===== config.mk =====
export PLATFORM = sky130hd
export DESIGN_NAME = controller_mc_flat
export DESIGN_NICKNAME = d
export VERILOG_FILES = /design/src/rtl/controller_mc_if.sv /design/src/rtl/controller_mc.sv /design/src/flat_wrapper.sv
export SDC_FILE = /design/constraint.sdc
export NUM_CORES = 1
export LEC_CHECK = 0
export BUFFER_PORTS_ARGS = -buffer_cell sky130_fd_sc_hd__buf_2
export CORE_MARGIN = 4
export CORE_UTILIZATION = 53
export CTS_BUF_LIST = sky130_fd_sc_hd__clkbuf_16
export CTS_CLUSTER_SIZE = 12
export DETAILED_ROUTE_END_ITERATION = 10
export GPL_ROUTABILITY_DRIVEN = 0
export GPL_TIMING_DRIVEN = 0
export PLACE_DENSITY = 0.85
export SYNTH_ARGS = -nofsm -noshare
export SYNTH_HDL_FRONTEND = slang
export SYNTH_SLANG_ARGS = --single-unit

===== constraint.sdc =====
create_clock -name clk -period 2.8 [get_ports clk]
set_clock_uncertainty 0.05 [all_clocks]
set_input_delay 0 -clock clk [delete_from_list [all_inputs] [get_ports clk]]
set_output_delay 0 -clock clk [all_outputs]
set_load 0.02 [all_outputs]

===== src/rtl/controller_mc_if.sv =====
// -----------------------------------------------------------------------------
// controller_mc_if
// Bundle between the multicycle controller and the RV32I datapath.
//   Datapath -> controller : opcode, funct3, funct7 (IR fields), zero_flag,
//                            alu_lt (ALU flags), mem_ready, resume
//   Controller -> datapath : adr_src, mem_req, mem_write, mem_ctrl, pc_write,
//                            ir_write, reg_write, out_mux_sel, load_extend_sel,
//                            imm_extend_sel, alu_src_a_sel, alu_src_b_sel,
//                            alu_ctrl, halted, trap, trap_cause, instret
// master = controller side, slave = datapath side.
// -----------------------------------------------------------------------------
interface controller_mc_if #(
  parameter int unsigned CNT_W = 32
);
  logic [6:0]       opcode;
  logic [2:0]       funct3;
  logic [6:0]       funct7;
  logic             zero_flag;
  logic             alu_lt;
  logic             mem_ready;
  logic             resume;

  logic             adr_src;
  logic             mem_req;
  logic             mem_write;
  logic [1:0]       mem_ctrl;
  logic             pc_write;
  logic             ir_write;
  logic             reg_write;
  logic [1:0]       out_mux_sel;
  logic [2:0]       load_extend_sel;
  logic [2:0]       imm_extend_sel;
  logic [1:0]       alu_src_a_sel;
  logic [1:0]       alu_src_b_sel;
  logic [3:0]       alu_ctrl;
  logic             halted;
  logic             trap;
  logic [1:0]       trap_cause;
  logic [CNT_W-1:0] instret;

  modport master (
    input  opcode, funct3, funct7, zero_flag, alu_lt, mem_ready, resume,
    output adr_src, mem_req, mem_write, mem_ctrl, pc_write, ir_write,
           reg_write, out_mux_sel, load_extend_sel, imm_extend_sel,
           alu_src_a_sel, alu_src_b_sel, alu_ctrl, halted, trap,
           trap_cause, instret
  );

  modport slave (
    output opcode, funct3, funct7, zero_flag, alu_lt, mem_ready, resume,
    input  adr_src, mem_req, mem_write, mem_ctrl, pc_write, ir_write,
           reg_write, out_mux_sel, load_extend_sel, imm_extend_sel,
           alu_src_a_sel, alu_src_b_sel, alu_ctrl, halted, trap,
           trap_cause, instret
  );
endinterface


===== src/rtl/controller_mc.sv =====
// -----------------------------------------------------------------------------
// controller_mc
// Multicycle control FSM for the RV32I core: fetch/decode/execute sequencing,
// variable-latency memory handshake with timeout, HALT state, illegal
// instruction and bus-timeout traps, retired-instruction counter.
// Ports:
//   clk   - clock
//   rst_n - asynchronous active-low reset
//   bus   - controller_mc_if.master: IR fields and flags in, datapath
//           selects/enables, status and instret out
// Outputs are decoded from the state and IR fields; only ir_write/pc_write in
// FETCH and pc_write in BRANCH look at mem_ready / ALU flags combinationally.
// While rst_n is low every output is forced to its reset value.
// -----------------------------------------------------------------------------
module controller_mc #(
  parameter int unsigned MEM_TIMEOUT = 16,
  parameter int unsigned CNT_W       = 32,
  parameter logic [6:0]  HALT_OPCODE = 7'b1111111
) (
  input  logic             clk,
  input  logic             rst_n,
  controller_mc_if.master  bus
);

  // Opcodes
  localparam logic [6:0] OP_R      = 7'b0110011;
  localparam logic [6:0] OP_I      = 7'b0010011;
  localparam logic [6:0] OP_LOAD   = 7'b0000011;
  localparam logic [6:0] OP_STORE  = 7'b0100011;
  localparam logic [6:0] OP_BRANCH = 7'b1100011;
  localparam logic [6:0] OP_JAL    = 7'b1101111;
  localparam logic [6:0] OP_JALR   = 7'b1100111;
  localparam logic [6:0] OP_LUI    = 7'b0110111;
  localparam logic [6:0] OP_AUIPC  = 7'b0010111;

  // ALU operations
  localparam logic [3:0] ALU_ADD  = 4'h1;
  localparam logic [3:0] ALU_SUB  = 4'h2;
  localparam logic [3:0] ALU_XOR  = 4'h3;
  localparam logic [3:0] ALU_OR   = 4'h4;
  localparam logic [3:0] ALU_AND  = 4'h5;
  localparam logic [3:0] ALU_SLL  = 4'h6;
  localparam logic [3:0] ALU_SRL  = 4'h7;
  localparam logic [3:0] ALU_SRA  = 4'h8;
  localparam logic [3:0] ALU_SLT  = 4'h9;
  localparam logic [3:0] ALU_SLTU = 4'hA;

  // Immediate formats
  localparam logic [2:0] IMM_ZERO = 3'd0;
  localparam logic [2:0] IMM_I    = 3'd1;
  localparam logic [2:0] IMM_S    = 3'd3;
  localparam logic [2:0] IMM_B    = 3'd4;
  localparam logic [2:0] IMM_U    = 3'd5;
  localparam logic [2:0] IMM_J    = 3'd6;

  // Trap causes
  localparam logic [1:0] CAUSE_NONE    = 2'd0;
  localparam logic [1:0] CAUSE_ILLEGAL = 2'd1;
  localparam logic [1:0] CAUSE_TIMEOUT = 2'd2;

  // Timeout counter: a zero MEM_TIMEOUT disables it, keep one bit anyway.
  localparam bit             TO_EN  = (MEM_TIMEOUT > 0);
  localparam int             TW     = (MEM_TIMEOUT > 0) ? $clog2(MEM_TIMEOUT + 1) : 1;
  localparam logic [TW-1:0]  TO_VAL = TW'(MEM_TIMEOUT);

  typedef enum logic [4:0] {
    S_FETCH, S_DECODE, S_EXEC, S_MEM_ADR, S_MEM_RD, S_MEM_WR, S_WB_LOAD,
    S_BRANCH, S_JAL, S_JAL2, S_JALR, S_JALR2, S_LUI, S_AUIPC, S_RETIRE,
    S_HALT, S_TRAP
  } state_t;

  state_t            state_reg, state_next;
  logic [TW-1:0]     wait_cnt_reg;
  logic [1:0]        trap_cause_reg, trap_cause_next;
  logic [CNT_W-1:0]  instret_reg;

  // ---------------------------------------------------------------------------
  // Instruction classification
  // ---------------------------------------------------------------------------
  logic is_r, is_i, is_load, is_store, is_branch, is_jal, is_jalr, is_lui;
  logic is_auipc, is_halt, known_op, funct7_ok, illegal;

  always_comb begin
    is_r      = (bus.opcode == OP_R);
    is_i      = (bus.opcode == OP_I);
    is_load   = (bus.opcode == OP_LOAD);
    is_store  = (bus.opcode == OP_STORE);
    is_branch = (bus.opcode == OP_BRANCH);
    is_jal    = (bus.opcode == OP_JAL);
    is_jalr   = (bus.opcode == OP_JALR);
    is_lui    = (bus.opcode == OP_LUI);
    is_auipc  = (bus.opcode == OP_AUIPC);
    is_halt   = (bus.opcode == HALT_OPCODE);
    known_op  = is_r | is_i | is_load | is_store | is_branch | is_jal |
                is_jalr | is_lui | is_auipc;
    funct7_ok = (bus.funct7 == 7'h00) || (bus.funct7 == 7'h20);
    // All illegal encodings are caught in DECODE so no partial side effect
    // (register write, memory request) ever happens for them.
    illegal   = !known_op
              || (is_load   && (bus.funct3 == 3'd3 || bus.funct3 == 3'd6 || bus.funct3 == 3'd7))
              || (is_branch && (bus.funct3 == 3'd2 || bus.funct3 == 3'd3))
              || (is_r      && !funct7_ok)
              || (is_i      && (bus.funct3 == 3'd1 || bus.funct3 == 3'd5) && !funct7_ok);
  end

  // ALU function for R/I arithmetic. funct7=0x20 selects SUB only for R-type
  // (for ADDI those bits are immediate) and SRA for both shift forms.
  logic [3:0] arith_alu;
  always_comb begin
    arith_alu = ALU_ADD;
    unique case (bus.funct3)
      3'd0: arith_alu = (is_r && bus.funct7 == 7'h20) ? ALU_SUB : ALU_ADD;
      3'd1: arith_alu = ALU_SLL;
      3'd2: arith_alu = ALU_SLT;
      3'd3: arith_alu = ALU_SLTU;
      3'd4: arith_alu = ALU_XOR;
      3'd5: arith_alu = (bus.funct7 == 7'h20) ? ALU_SRA : ALU_SRL;
      3'd6: arith_alu = ALU_OR;
      3'd7: arith_alu = ALU_AND;
      default: arith_alu = ALU_ADD;
    endcase
  end

  // Branch compare op and outcome. funct3[0] inverts the sense.
  logic [3:0] branch_alu;
  logic       branch_taken;
  always_comb begin
    branch_alu = ALU_SUB;
    if (bus.funct3[2])
      branch_alu = bus.funct3[1] ? ALU_SLTU : ALU_SLT;
    branch_taken = (bus.funct3[2] ? bus.alu_lt : bus.zero_flag) ^ bus.funct3[0];
  end

  // Immediate used by DECODE for the oldPC+imm target computation.
  logic [2:0] decode_imm;
  always_comb begin
    decode_imm = IMM_ZERO;
    if (is_branch)                          decode_imm = IMM_B;
    else if (is_jal)                        decode_imm = IMM_J;
    else if (is_store)                      decode_imm = IMM_S;
    else if (is_lui || is_auipc)            decode_imm = IMM_U;
    else if (is_i || is_load || is_jalr)    decode_imm = IMM_I;
  end

  // ---------------------------------------------------------------------------
  // Memory wait tracking
  // ---------------------------------------------------------------------------
  logic wait_state, timeout_hit;
  always_comb begin
    wait_state  = (state_reg == S_FETCH) || (state_reg == S_MEM_RD) ||
                  (state_reg == S_MEM_WR);
    timeout_hit = TO_EN && wait_state && (wait_cnt_reg == TO_VAL);
  end

  // ---------------------------------------------------------------------------
  // State register and counters
  // ---------------------------------------------------------------------------
  always_ff @(posedge clk or negedge rst_n) begin
    if (!rst_n) begin
      state_reg      <= S_FETCH;
      wait_cnt_reg   <= '0;
      trap_cause_reg <= CAUSE_NONE;
      instret_reg    <= '0;
    end else begin
      state_reg      <= state_next;
      trap_cause_reg <= trap_cause_next;
      // Any state change clears the counter, so it starts at zero on entry
      // to every wait state.
      if (state_next != state_reg)
        wait_cnt_reg <= '0;
      else if (TO_EN && wait_state && !bus.mem_ready)
        wait_cnt_reg <= wait_cnt_reg + TW'(1);
      if (state_reg == S_RETIRE)
        instret_reg <= instret_reg + CNT_W'(1);
    end
  end

  // ---------------------------------------------------------------------------
  // Next-state logic
  // ---------------------------------------------------------------------------
  always_comb begin
    state_next      = state_reg;
    trap_cause_next = trap_cause_reg;
    unique case (state_reg)
      S_FETCH: begin
        // mem_ready wins over a coincident timeout
        if (bus.mem_ready)   state_next = S_DECODE;
        else if (timeout_hit) begin
          state_next      = S_TRAP;
          trap_cause_next = CAUSE_TIMEOUT;
        end
      end
      S_DECODE: begin
        if (is_halt)                    state_next = S_HALT;
        else if (illegal) begin
          state_next      = S_TRAP;
          trap_cause_next = CAUSE_ILLEGAL;
        end
        else if (is_r || is_i)          state_next = S_EXEC;
        else if (is_load || is_store)   state_next = S_MEM_ADR;
        else if (is_branch)             state_next = S_BRANCH;
        else if (is_jal)                state_next = S_JAL;
        else if (is_jalr)               state_next = S_JALR;
        else if (is_lui)                state_next = S_LUI;
        else                            state_next = S_AUIPC;
      end
      S_EXEC:    state_next = S_RETIRE;
      S_MEM_ADR: state_next = is_store ? S_MEM_WR : S_MEM_RD;
      S_MEM_RD, S_MEM_WR: begin
        if (bus.mem_ready)
          state_next = (state_reg == S_MEM_RD) ? S_WB_LOAD : S_RETIRE;
        else if (timeout_hit) begin
          state_next      = S_TRAP;
          trap_cause_next = CAUSE_TIMEOUT;
        end
      end
      S_WB_LOAD: state_next = S_RETIRE;
      S_BRANCH:  state_next = S_RETIRE;
      S_JAL:     state_next = S_JAL2;
      S_JAL2:    state_next = S_RETIRE;
      S_JALR:    state_next = S_JALR2;
      S_JALR2:   state_next = S_RETIRE;
      S_LUI:     state_next = S_RETIRE;
      S_AUIPC:   state_next = S_RETIRE;
      S_RETIRE:  state_next = S_FETCH;
      S_HALT: begin
        if (bus.resume) state_next = S_FETCH;
      end
      S_TRAP: begin
        if (bus.resume) begin
          state_next      = S_FETCH;
          trap_cause_next = CAUSE_NONE;
        end
      end
      default:   state_next = S_FETCH;
    endcase
  end

  // ---------------------------------------------------------------------------
  // Output decode
  // ---------------------------------------------------------------------------
  always_comb begin
    bus.adr_src         = 1'b0;
    bus.mem_req         = 1'b0;
    bus.mem_write       = 1'b0;
    bus.mem_ctrl        = 2'd2;
    bus.pc_write        = 1'b0;
    bus.ir_write        = 1'b0;
    bus.reg_write       = 1'b0;
    bus.out_mux_sel     = 2'd1;
    bus.load_extend_sel = 3'd2;
    bus.imm_extend_sel  = IMM_ZERO;
    bus.alu_src_a_sel   = 2'd0;
    bus.alu_src_b_sel   = 2'd2;
    bus.alu_ctrl        = ALU_ADD;
    bus.halted          = 1'b0;
    bus.trap            = 1'b0;
    // Holding everything at defaults during reset keeps a request that was
    // in flight from leaking out while the FSM is already forced to FETCH.
    if (rst_n) begin
      unique case (state_reg)
        S_FETCH: begin
          // PC+4 with the default selects; the request drops on the
          // timeout cycle
          bus.mem_req  = !timeout_hit;
          bus.ir_write = bus.mem_ready;
          bus.pc_write = bus.mem_ready;
        end
        S_DECODE: begin
          bus.alu_src_a_sel  = 2'd1;
          bus.alu_src_b_sel  = 2'd1;
          bus.imm_extend_sel = decode_imm;
        end
        S_EXEC: begin
          bus.alu_src_a_sel  = 2'd2;
          bus.alu_src_b_sel  = is_r ? 2'd0 : 2'd1;
          bus.imm_extend_sel = is_r ? IMM_ZERO : IMM_I;
          bus.alu_ctrl       = arith_alu;
          bus.reg_write      = 1'b1;
        end
        S_MEM_ADR: begin
          bus.alu_src_a_sel  = 2'd2;
          bus.alu_src_b_sel  = 2'd1;
          bus.imm_extend_sel = is_store ? IMM_S : IMM_I;
        end
        S_MEM_RD, S_MEM_WR: begin
          bus.adr_src   = 1'b1;
          bus.mem_req   = !timeout_hit;
          bus.mem_write = (state_reg == S_MEM_WR) && !timeout_hit;
          bus.mem_ctrl  = bus.funct3[1:0];
        end
        S_WB_LOAD: begin
          bus.out_mux_sel = 2'd2;
          bus.reg_write   = 1'b1;
          unique case (bus.funct3)
            3'd0:    bus.load_extend_sel = 3'd0;
            3'd1:    bus.load_extend_sel = 3'd1;
            3'd4:    bus.load_extend_sel = 3'd3;
            3'd5:    bus.load_extend_sel = 3'd4;
            default: bus.load_extend_sel = 3'd2;
          endcase
        end
        S_BRANCH: begin
          bus.alu_src_a_sel = 2'd2;
          bus.alu_src_b_sel = 2'd0;
          bus.alu_ctrl      = branch_alu;
          bus.out_mux_sel   = 2'd0;   // target latched in DECODE
          bus.pc_write      = branch_taken;
        end
        S_JAL, S_JALR: begin
          // link value: PC + 0
          bus.alu_src_b_sel = 2'd1;
          bus.reg_write     = 1'b1;
        end
        S_JAL2: begin
          bus.out_mux_sel = 2'd0;
          bus.pc_write    = 1'b1;
        end
        S_JALR2: begin
          bus.alu_src_a_sel  = 2'd2;
          bus.alu_src_b_sel  = 2'd1;
          bus.imm_extend_sel = IMM_I;
          bus.pc_write       = 1'b1;
        end
        S_LUI: begin
          bus.alu_src_a_sel  = 2'd3;
          bus.alu_src_b_sel  = 2'd1;
          bus.imm_extend_sel = IMM_U;
          bus.reg_write      = 1'b1;
        end
        S_AUIPC: begin
          bus.alu_src_a_sel  = 2'd1;
          bus.alu_src_b_sel  = 2'd1;
          bus.imm_extend_sel = IMM_U;
          bus.reg_write      = 1'b1;
        end
        S_HALT:  bus.halted = 1'b1;
        S_TRAP:  bus.trap   = 1'b1;
        default: ;
      endcase
    end
  end

  always_comb begin
    bus.trap_cause = trap_cause_reg;
    bus.instret    = instret_reg;
  end

endmodule


===== src/flat_wrapper.sv =====
// flat-port wrapper written by rule: the top's interface ports become plain ports
module controller_mc_flat 
#(
  parameter int unsigned MEM_TIMEOUT = 16,
  parameter int unsigned CNT_W       = 32,
  parameter logic [6:0]  HALT_OPCODE = 7'b1111111
)
  (clk, rst_n, bus_opcode, bus_funct3, bus_funct7, bus_zero_flag, bus_alu_lt, bus_mem_ready, bus_resume, bus_adr_src, bus_mem_req, bus_mem_write, bus_mem_ctrl, bus_pc_write, bus_ir_write, bus_reg_write, bus_out_mux_sel, bus_load_extend_sel, bus_imm_extend_sel, bus_alu_src_a_sel, bus_alu_src_b_sel, bus_alu_ctrl, bus_halted, bus_trap, bus_trap_cause, bus_instret);
  controller_mc_if #(.CNT_W(CNT_W)) bus_i ();
  input  logic clk;
  input  logic rst_n;
  input wire logic [$bits(bus_i.opcode)-1:0] bus_opcode;
  input wire logic [$bits(bus_i.funct3)-1:0] bus_funct3;
  input wire logic [$bits(bus_i.funct7)-1:0] bus_funct7;
  input wire logic [$bits(bus_i.zero_flag)-1:0] bus_zero_flag;
  input wire logic [$bits(bus_i.alu_lt)-1:0] bus_alu_lt;
  input wire logic [$bits(bus_i.mem_ready)-1:0] bus_mem_ready;
  input wire logic [$bits(bus_i.resume)-1:0] bus_resume;
  output wire logic [$bits(bus_i.adr_src)-1:0] bus_adr_src;
  output wire logic [$bits(bus_i.mem_req)-1:0] bus_mem_req;
  output wire logic [$bits(bus_i.mem_write)-1:0] bus_mem_write;
  output wire logic [$bits(bus_i.mem_ctrl)-1:0] bus_mem_ctrl;
  output wire logic [$bits(bus_i.pc_write)-1:0] bus_pc_write;
  output wire logic [$bits(bus_i.ir_write)-1:0] bus_ir_write;
  output wire logic [$bits(bus_i.reg_write)-1:0] bus_reg_write;
  output wire logic [$bits(bus_i.out_mux_sel)-1:0] bus_out_mux_sel;
  output wire logic [$bits(bus_i.load_extend_sel)-1:0] bus_load_extend_sel;
  output wire logic [$bits(bus_i.imm_extend_sel)-1:0] bus_imm_extend_sel;
  output wire logic [$bits(bus_i.alu_src_a_sel)-1:0] bus_alu_src_a_sel;
  output wire logic [$bits(bus_i.alu_src_b_sel)-1:0] bus_alu_src_b_sel;
  output wire logic [$bits(bus_i.alu_ctrl)-1:0] bus_alu_ctrl;
  output wire logic [$bits(bus_i.halted)-1:0] bus_halted;
  output wire logic [$bits(bus_i.trap)-1:0] bus_trap;
  output wire logic [$bits(bus_i.trap_cause)-1:0] bus_trap_cause;
  output wire logic [$bits(bus_i.instret)-1:0] bus_instret;
  assign bus_i.opcode = bus_opcode;
  assign bus_i.funct3 = bus_funct3;
  assign bus_i.funct7 = bus_funct7;
  assign bus_i.zero_flag = bus_zero_flag;
  assign bus_i.alu_lt = bus_alu_lt;
  assign bus_i.mem_ready = bus_mem_ready;
  assign bus_i.resume = bus_resume;
  assign bus_adr_src = bus_i.adr_src;
  assign bus_mem_req = bus_i.mem_req;
  assign bus_mem_write = bus_i.mem_write;
  assign bus_mem_ctrl = bus_i.mem_ctrl;
  assign bus_pc_write = bus_i.pc_write;
  assign bus_ir_write = bus_i.ir_write;
  assign bus_reg_write = bus_i.reg_write;
  assign bus_out_mux_sel = bus_i.out_mux_sel;
  assign bus_load_extend_sel = bus_i.load_extend_sel;
  assign bus_imm_extend_sel = bus_i.imm_extend_sel;
  assign bus_alu_src_a_sel = bus_i.alu_src_a_sel;
  assign bus_alu_src_b_sel = bus_i.alu_src_b_sel;
  assign bus_alu_ctrl = bus_i.alu_ctrl;
  assign bus_halted = bus_i.halted;
  assign bus_trap = bus_i.trap;
  assign bus_trap_cause = bus_i.trap_cause;
  assign bus_instret = bus_i.instret;
  controller_mc #(.MEM_TIMEOUT(MEM_TIMEOUT), .CNT_W(CNT_W), .HALT_OPCODE(HALT_OPCODE)) u_core (.clk(clk), .rst_n(rst_n), .bus(bus_i));
endmodule

==> flow_summary.toml, run 1 <==
[timing]
hold_viol = 0
slew_headroom_pct = 42.8
worstMarginPinSlew_ns = 0.836
setup_viol = 0
report.final.slew_viol_count = 0
max_freq_mhz = 377
hold_slack_ns = 0.113
finalCriticalPeriod_ns = 2.65
rsz0062_at_grt = "false"
setup_tns_ns = 0
fin_ws_ns = 0.151
finalCritPeriodShare_pct = 94.6

[pwr]
p_int_mw = 1.44
power.switching_mw = 1.09
finalPower_mw = 2.54
p_leak_nw = 1.69
p_sw_share_pct = 43.1
power_frac_seq_pct = 30.3
comb_power_share_pct = 48.8
power_per_cell_area_mw_per_mm2 = 707
vdd_drop_max_mv = 0.424
power_frac_clock_pct = 21.0

[synth]
synth_top_area_share_pct = 37.5
synth_edf_count = 0
ys.flop_type = "dfrtp_1"
synth_area_leader_cell = "dfrtp_1"
synthTopCellsByArea = "dfrtp_1 37%, xnor2_1 8.6%, nand2_1 4.7%"
syn_nets = 376
syn_inst = 350
seq_area_frac_synth_pct = 37.5
ys_async_sr_fraction_pct = 100
syn_area_per_cell_um2 = 8.39
synth-seq-cells = 44
yosysWarnings = 0
synth_commonest_cells = "44 x dfrtp_1, 37 x nand2_1, 37 x nor2_1, 29 x xnor2_1, 21 x a21oi_1"
ys_types = 58
synth_area_mm2 = 0.00294
synth.most_common_cell = "dfrtp_1"

[layout]
antenna_cells = 0
post-route-util_pct = 68.4
nets = 464
drive_above_1_share_pct = 24.2
largest_reg_flops = 32
stdcell_count = 508
multiInputGateArea_mm2 = 0.00173
area_growth_pct = 22.0
design_area_mm2 = 0.00358
seqCellArea_mm2 = 0.00110
fill_cells = 419

[grt]
grt-ovfl-total = 0
grt_pass1_wl_mm = 13.0
grt_use_total_pct = 24.4
antenna_found_initial = 0
grt_pass1_vias = 2753
grt_max_degree = 46

[flow_run]
maxCapViolCount = 0

[drt]
postRouteAntennaNets = 0
drtIter0Drc = 288
drc = 0
wire_per_inst_um = 16.1
dr.pass1.iters = 6
routed_via_density = 6.03
totalWireLength_mm = 8.16
via_count = 3065

[clock_tree]
htree_num_levels = 2
postCtsSetupRepairBufs = 0
cts_root_buf = "clkbuf_16"
cts_tree = "built"
cts_sinks = 44
cts_made_buffers = 5
clk_path_buf_depth = 2
cts.clk_slew.worst_paths_ns = 0.06
clock_latency_ns = 0.28

[placed_design]
hpwl_mm = 5.90
dp_cells = 500
io_buffers = 80
dp_slack_ns = 0.223
dpl-instance-area_mm2 = 0.00343

[die]
die_y_um = 82.5
start_util_pct = 56.1
io_pins = 83
die_area_mm2 = 0.00680
die_x_um = 82.5
rows = 26
coreArea_mm2 = 0.00524

[setup_path]
endpoint_kind = "register"
cp.arrival_ns = 2.72
worst_setup_path_start_kind = "register"
worstPathRequired_ns = 2.87
crit_path_max_fanout = 10
crit-reg2reg-launch = "u_core.state_reg[0]"
critPathKind = "reg2reg"
crit_start = "u_core.state_reg[0]"

[min_path]
hold_path.class = "in2reg"
min_from = "bus_opcode[3]"

[outcome]
status = "complete, no violations"
==> cell type report <==
class / count / area share [%]
flip-flops and latches: 44 / 30.7
clock buffers: 5 / 3.49
repair buffers: 81 / 11.5
inverters: 12 / 1.26
plain buffers: 17 / 2.13
clock inverters: 2 / 0.209
well taps: 70 / 2.44
multi-input cells: 277 / 48.2
==> worst paths after layout <==
kind                                           to  slack (ns)  depth (start not counted)
max                           u_core.state_reg[2]        0.15                          7
min                           u_core.state_reg[1]        0.11                          3
max reg2reg                   u_core.state_reg[2]        0.15                          7
min reg2reg                u_core.bus.instret[31]        0.44                          1
max in group asynchronous   u_core.bus.instret[6]        2.04                          2
min in group asynchronous  u_core.bus.instret[31]        0.26                          2
==> logic make-up (layout without fill, tap and decap cells) <==
group | after synthesis | count (layout) | synth area share [%]
adder cells (fa/ha/maj) | 3 | 3 | 1.28
XOR/XNOR | 36 | 36 | 10.7
AND/OR/NAND/NOR | 167 | 167 | 30.1
flip-flops | 44 | 44 | 37.5
multiplexers | 3 | 3 | 1.06
AO/OA/AOI/OAI | 68 | 68 | 15.2
buffers and inverters | 29 | 117 | 4.13
==> critical path, cell delays in order, from the launching register on <==
cell and delay (ns):
dfrtp_1 0.35, clkbuf_1 0.38, clkinv_1 0.38, nor2_1 0.54, or3_1 0.19, a21oi_1 0.09, a211oi_1 0.29, o311ai_0 0.22
==> placed cells by master, fill, tap and decap left out, types with 7 or more instances in the layout <==
cell and count:
buf_2 83, dfrtp_1 44, nand2_1 37, nor2_1 37, xnor2_1 29, a21oi_1 21, nand3_1 16, nand4_1 15
o21ai_0 13, and3_1 11, clkbuf_1 10, inv_1 10, nor3_1 9, xor2_1 7
==> routing by layer <==
metal	up-vias	global-route usage, %	share of wire, %
met5	-	0	0
met4	0	7.14	2.7
met3	28	5.31	7.2
met2	152	41.2	49
met1	1440	31.3	41
li1	1445	-	-
==> power by group through the flow <==
stage / combinational (mW) / clock (mW) / sequential (mW)
finish: 1.24 / 0.531 / 0.768
global route: 1.33 / 0.570 / 0.774
CTS: 1.20 / 0.543 / 0.764
detailed placement: 1.18 / 0 / 0.773
global placement: 1.17 / 0 / 0.770
floorplan: 0.824 / 0 / 0.797
==> timing repair <==
| item | 4_1_cts | 5_1_grt |
|---|---|---|
| endpoints found under the setup margin | 0 | 5 |
| hold buffers | 1 | 0 |
| hold endpoints to repair | 44 | 0 |
| gates resized for setup | 0 | 4 |
(Power assumes the default switching activity.)
==> run 2, diff against run 1 <==
- RECOVER_POWER: not set -> 100
- REMOVE_ABC_BUFFERS: not set -> 1
==> flow_summary.toml, run 2 (synthesis gave the netlist of run 1 again) <==
[timing]
rsz0062_at_grt = "false"
setup_viol = 0
report.final.slew_viol_count = 0
hold_viol = 0
finalCriticalPeriod_ns = 2.64
finalCritPeriodShare_pct = 94.1
slew_headroom_pct = 27.3
max_freq_mhz = 379
setup_tns_ns = 0
worstMarginPinSlew_ns = 1.09
fin_ws_ns = 0.164

[min_path]
hold_path_depth = 4
min_from = "bus_resume"
holdPathEnd = "u_core.state_reg[4]"
hold_path.class = "in2reg"

[pwr]
power_per_cell_area_mw_per_mm2 = 737
p_leak_nw = 1.44
vdd_drop_max_mv = 0.490
finalPower_mw = 2.56

[setup_path]
critPathKind = "reg2reg"
crit_start = "u_core.state_reg[2]"
reg2reg_slack_ns = 0.16
worstPathRequired_ns = 2.92
crit_path_max_fanout = 25
worst_setup_path_start_kind = "register"
crit-reg2reg-launch = "u_core.state_reg[2]"
rr_endpoint = "u_core.state_reg[1]"
cp.arrival_ns = 2.75
rr_worst_depth = 6
endpoint_kind = "register"

[clock_tree]
clk_path_buf_depth = 2
cts_tree = "built"
cts_sinks = 44
clock_latency_ns = 0.29
postCtsSetupRepairBufs = 0
cts_root_buf = "clkbuf_16"
htree_num_levels = 2
cts.clk_slew.worst_paths_ns = 0.06
cts_made_buffers = 5

[placed_design]
io_buffers = 82
dp_slack_ns = -0.00757
dpl-instance-area_mm2 = 0.00336
hpwl_mm = 5.74

[die]
start_util_pct = 56.1
io_pins = 83
die_y_um = 82.5
coreArea_mm2 = 0.00524
rows = 26
die_area_mm2 = 0.00680
die_x_um = 82.5

[layout]
area_growth_pct = 18.2
nets = 449
final_common_cell = "clkbuf_1"
drive_above_1_share_pct = 11.1
final_cell_mix = "59 x clkbuf_1, 41 x dfrtp_1, 37 x nand2_1, 37 x nor2_1, 29 x xnor2_1"
largest_reg_flops = 32
antenna_cells = 0
design_area_mm2 = 0.00347

[flow_run]
maxCapViolCount = 0

[outcome]
status = "complete, no violations"

[grt]
grt_pass1_wl_mm = 12.5
grt_max_degree = 54
antenna_found_initial = 0
grt_pass1_vias = 2725
grt_use_total_pct = 23.3
grt-ovfl-total = 0

[drt]
drtIter0Drc = 319
via_count = 2961
drc = 0
wire_per_inst_um = 15.5
totalWireLength_mm = 7.65
routed_via_density = 5.99
dr.pass1.iters = 5
postRouteAntennaNets = 0
-- run 2: changes by cell type in the layout (fill, tap and decap cells not counted), sizes merged --
| cell | before | now |
|---|---|---|
| buf | 86 | 23 |
| clkbuf | 16 | 64 |
| bufinv | 0 | 1 |
-- run 2: how the worst max path moves through the flow --
stage / end / slack, ns / cells past startpoint
detailed placement: u_core.bus.instret[25] / -0.008 / 6
CTS: u_core.bus.instret[22] / 0.04 / 6
global route: bus_reg_write / 0.007 / 5
floorplan: u_core.state_reg[1] / 0.38 / 6
finish: u_core.state_reg[1] / 0.16 / 6
global placement: u_core.bus.instret[31] / 0.005 / 6
-- run 2: layout make-up --
cell class | count | area [um2]
clock inverters | 3 | 47.5
inverters | 12 | 45.0
clock buffers | 5 | 125
fillers | 478 | 1770
multi-input cells | 277 | 1720
repair buffers | 83 | 347
flip-flops and latches | 44 | 1100
well taps | 70 | 87.6
-- run 2: where the power goes --
| part | total (mW) | internal [mW] | switching (mW) |
|---|---|---|---|
| clock network | 0.668 | 0.424 | 0.245 |
| logic | 0.993 | 0.354 | 0.640 |
| registers | 0.898 | 0.705 | 0.194 |
| total | 2.56 | 1.48 | 1.08 |
-- run 2: what timing repair did --
action,in CTS,in global routing
gates resized for setup,1,3
hold endpoints to repair,44,0
setup endpoints to repair,5,12
hold buffers,1,0
-- run 2: critical path: stages (launching register included) --
cell and delay [ns]:
dfrtp_2 0.55, or3b_1 0.47, nand2b_4 0.19, nor2_4 0.12, or4b_4 0.50, or4_1 0.52
o311ai_1 0.12
-- run 2: metal layers --
layer,vias up,global-route usage [%],part of all wire (%)
met5,-,0,0
met1,1411,30.7,43
met3,11,4.34,7.1
met2,129,40.1,49
met4,0,4.15,0.78
li1,1410,-,-
-- run 2: stage by stage --
| stage | hold WS (ns) | std cells | utilization [%] |
|---|---|---|---|
| 2_1_floorplan | -0.346 | 333 | - |
| 3_3_place_gp | 0.222 | 485 | 64.1 |
| 3_5_place_dp | 0.214 | 485 | 64.1 |
| 4_1_cts | 0.0475 | 494 | 67.7 |
| 5_1_grt | 0.0808 | 494 | 66.3 |
| 6_report | 0.0514 | 494 | 66.3 |
==> run 3, diff against run 2 <==
- CELL_PAD_IN_SITES_DETAIL_PLACEMENT: not set -> 1
- CELL_PAD_IN_SITES_GLOBAL_PLACEMENT: not set -> 1
- CORE_UTILIZATION: 53 -> 38
- PLACE_DENSITY: 0.85 -> 0.84
==> flow_summary.toml, run 3 (synthesis gave the netlist of run 1 again) <==
[layout]
nets = 449
multiInputGateArea_mm2 = 0.00174
largest_reg_flops = 32
seqCellArea_mm2 = 0.00110
drive_above_1_share_pct = 12.0
antenna_cells = 0
final_common_cell = "clkbuf_1"
final_cell_mix = "59 x clkbuf_1, 41 x dfrtp_1, 37 x nand2_1, 36 x nor2_1, 29 x xnor2_1"
fill_cells = 933
area_growth_pct = 20.2

[die]
io_pins = 83
die_area_mm2 = 0.00920
coreArea_mm2 = 0.00737
start_util_pct = 39.9
die_y_um = 95.9
rows = 31
die_x_um = 95.9

[clock_tree]
clock_latency_ns = 0.29
cts.clk_slew.worst_paths_ns = 0.06
cts_tree = "built"
cts_root_buf = "clkbuf_16"
htree_num_levels = 2
postCtsSetupRepairBufs = 0
cts_sinks = 44
clk_path_buf_depth = 2
cts_made_buffers = 5

[flow_run]
maxCapViolCount = 0

[pwr]
power_per_cell_area_mw_per_mm2 = 744
finalPower_mw = 2.63
vdd_drop_max_mv = 0.328
p_leak_nw = 1.44

[setup_path]
endpoint_kind = "register"
worstPathRequired_ns = 2.93
crit_chain = "or3b_4 > nand2b_4 > nor2_4 > or4b_4 > or4_1 > o311ai_1"
critPathTopFamily = "simple AND/OR/NAND/NOR gates"
crit_path_max_fanout = 12
slowest_stage = "dfrtp_1"
crit-reg2reg-launch = "u_core.state_reg[0]"
critPathKind = "reg2reg"
worst_setup_path_start_kind = "register"
crit_buf_inv = 0
cp.arrival_ns = 2.79
crit_start = "u_core.state_reg[0]"
slowest_delay_ns = 0.61

[timing]
max_freq_mhz = 375
hold_slack_ns = 0.0609
finalCritPeriodShare_pct = 95.3
finalCriticalPeriod_ns = 2.67
fin_ws_ns = 0.132
worstMarginPinSlew_ns = 0.896
report.final.slew_viol_count = 0
setup_tns_ns = 0
rsz0062_at_grt = "false"
setup_viol = 0
hold_viol = 0
slew_headroom_pct = 38.7

[grt]
grt_pass1_wl_mm = 15.4
grt-ovfl-total = 0
grt_max_degree = 54
antenna_found_initial = 0
grt_use_total_pct = 20.9
grt_pass1_vias = 3137

[placed_design]
io_buffers = 82
dp_slack_ns = -0.192
hpwl_mm = 6.97

[drt]
totalWireLength_mm = 9.02
drc = 0
drtIter0Drc = 217
via_count = 2972
wire_per_inst_um = 17.3
wl_met1_mm = 3.95
dr_wl_met2_mm = 4.59
routed_via_density = 5.68
postRouteAntennaNets = 0
wl_met3_um = 401
dr.max_layer_used = "met4"
dr.pass1.iters = 4

[min_path]
hold_path.class = "in2reg"
min_from = "bus_resume"

[outcome]
status = "complete, no violations"
==> run 3: cell count changes in the layout (fill, tap and decap cells not counted), sizes merged <==
cell	before	now
clkinv	3	1
clkinvlp	0	1
inv	11	12
buf	23	22
clkbuf	64	65
==> run 3: final cells by class <==
| cell class | count | share of cell area (%) |
|---|---|---|
| Timing Repair Buffer | 83 | 9.89 |
| Clock buffer | 5 | 3.54 |
| Clock inverter | 3 | 1.31 |
| Tap cell | 99 | 3.51 |
| Sequential cell | 44 | 31.3 |
| Multi-Input combinational cell | 277 | 49.2 |
| Inverter | 12 | 1.28 |
==> run 3: worst paths after layout <==
| kind | end | cells after the start | slack (ns) |
|---|---|---|---|
| setup / recovery | u_core.state_reg[1] | 6 | 0.13 |
| hold / removal | u_core.state_reg[4] | 4 | 0.06 |
| setup reg to reg | u_core.state_reg[1] | 6 | 0.13 |
| min in group asynchronous | u_core.bus.instret[19] | 2 | 0.29 |
| max in group asynchronous | u_core.state_reg[2] | 2 | 1.90 |
| hold reg to reg | u_core.bus.instret[31] | 1 | 0.42 |
==> run 3: tightest hold or removal path, stage by stage <==
cell,delay (ns)
buf_2,0.13
nor2_1,0.11
a21oi_1,0.05
o21ai_0,0.06
==> run 3: what timing repair did <==
item / CTS / global route
gates resized for setup: 3 / 6
hold endpoints to repair: 44 / 0
endpoints found under the setup margin: 11 / 21
hold buffers: 1 / 0
==> run 3: report_power, final <==
group          total, mW  leakage [nW]  internal [mW]  switching [mW]
clock              0.678        0.0804          0.424           0.254
sequential         0.910         0.598          0.704           0.206
combinational       1.04         0.765          0.363           0.675
==> run 3: per-layer routing <==
layer  global-route usage [%]  up-vias
met5                        0        -
li1                         -     1411
met1                     27.4     1473
met3                     3.13        9
met4                     5.21        0
met2                     36.0       79
==> run 3: per-stage QoR <==
| step | instances | util [%] | cell area [um2] |
|---|---|---|---|
| after global placement | 514 | 46.1 | 3400 |
| after global routing | 523 | 47.9 | 3530 |
| after CTS | 523 | 48.6 | 3580 |
| after detailed placement | 514 | 46.1 | 3400 |
| after floorplan | 333 | - | 2860 |
| final | 523 | 47.9 | 3530 |
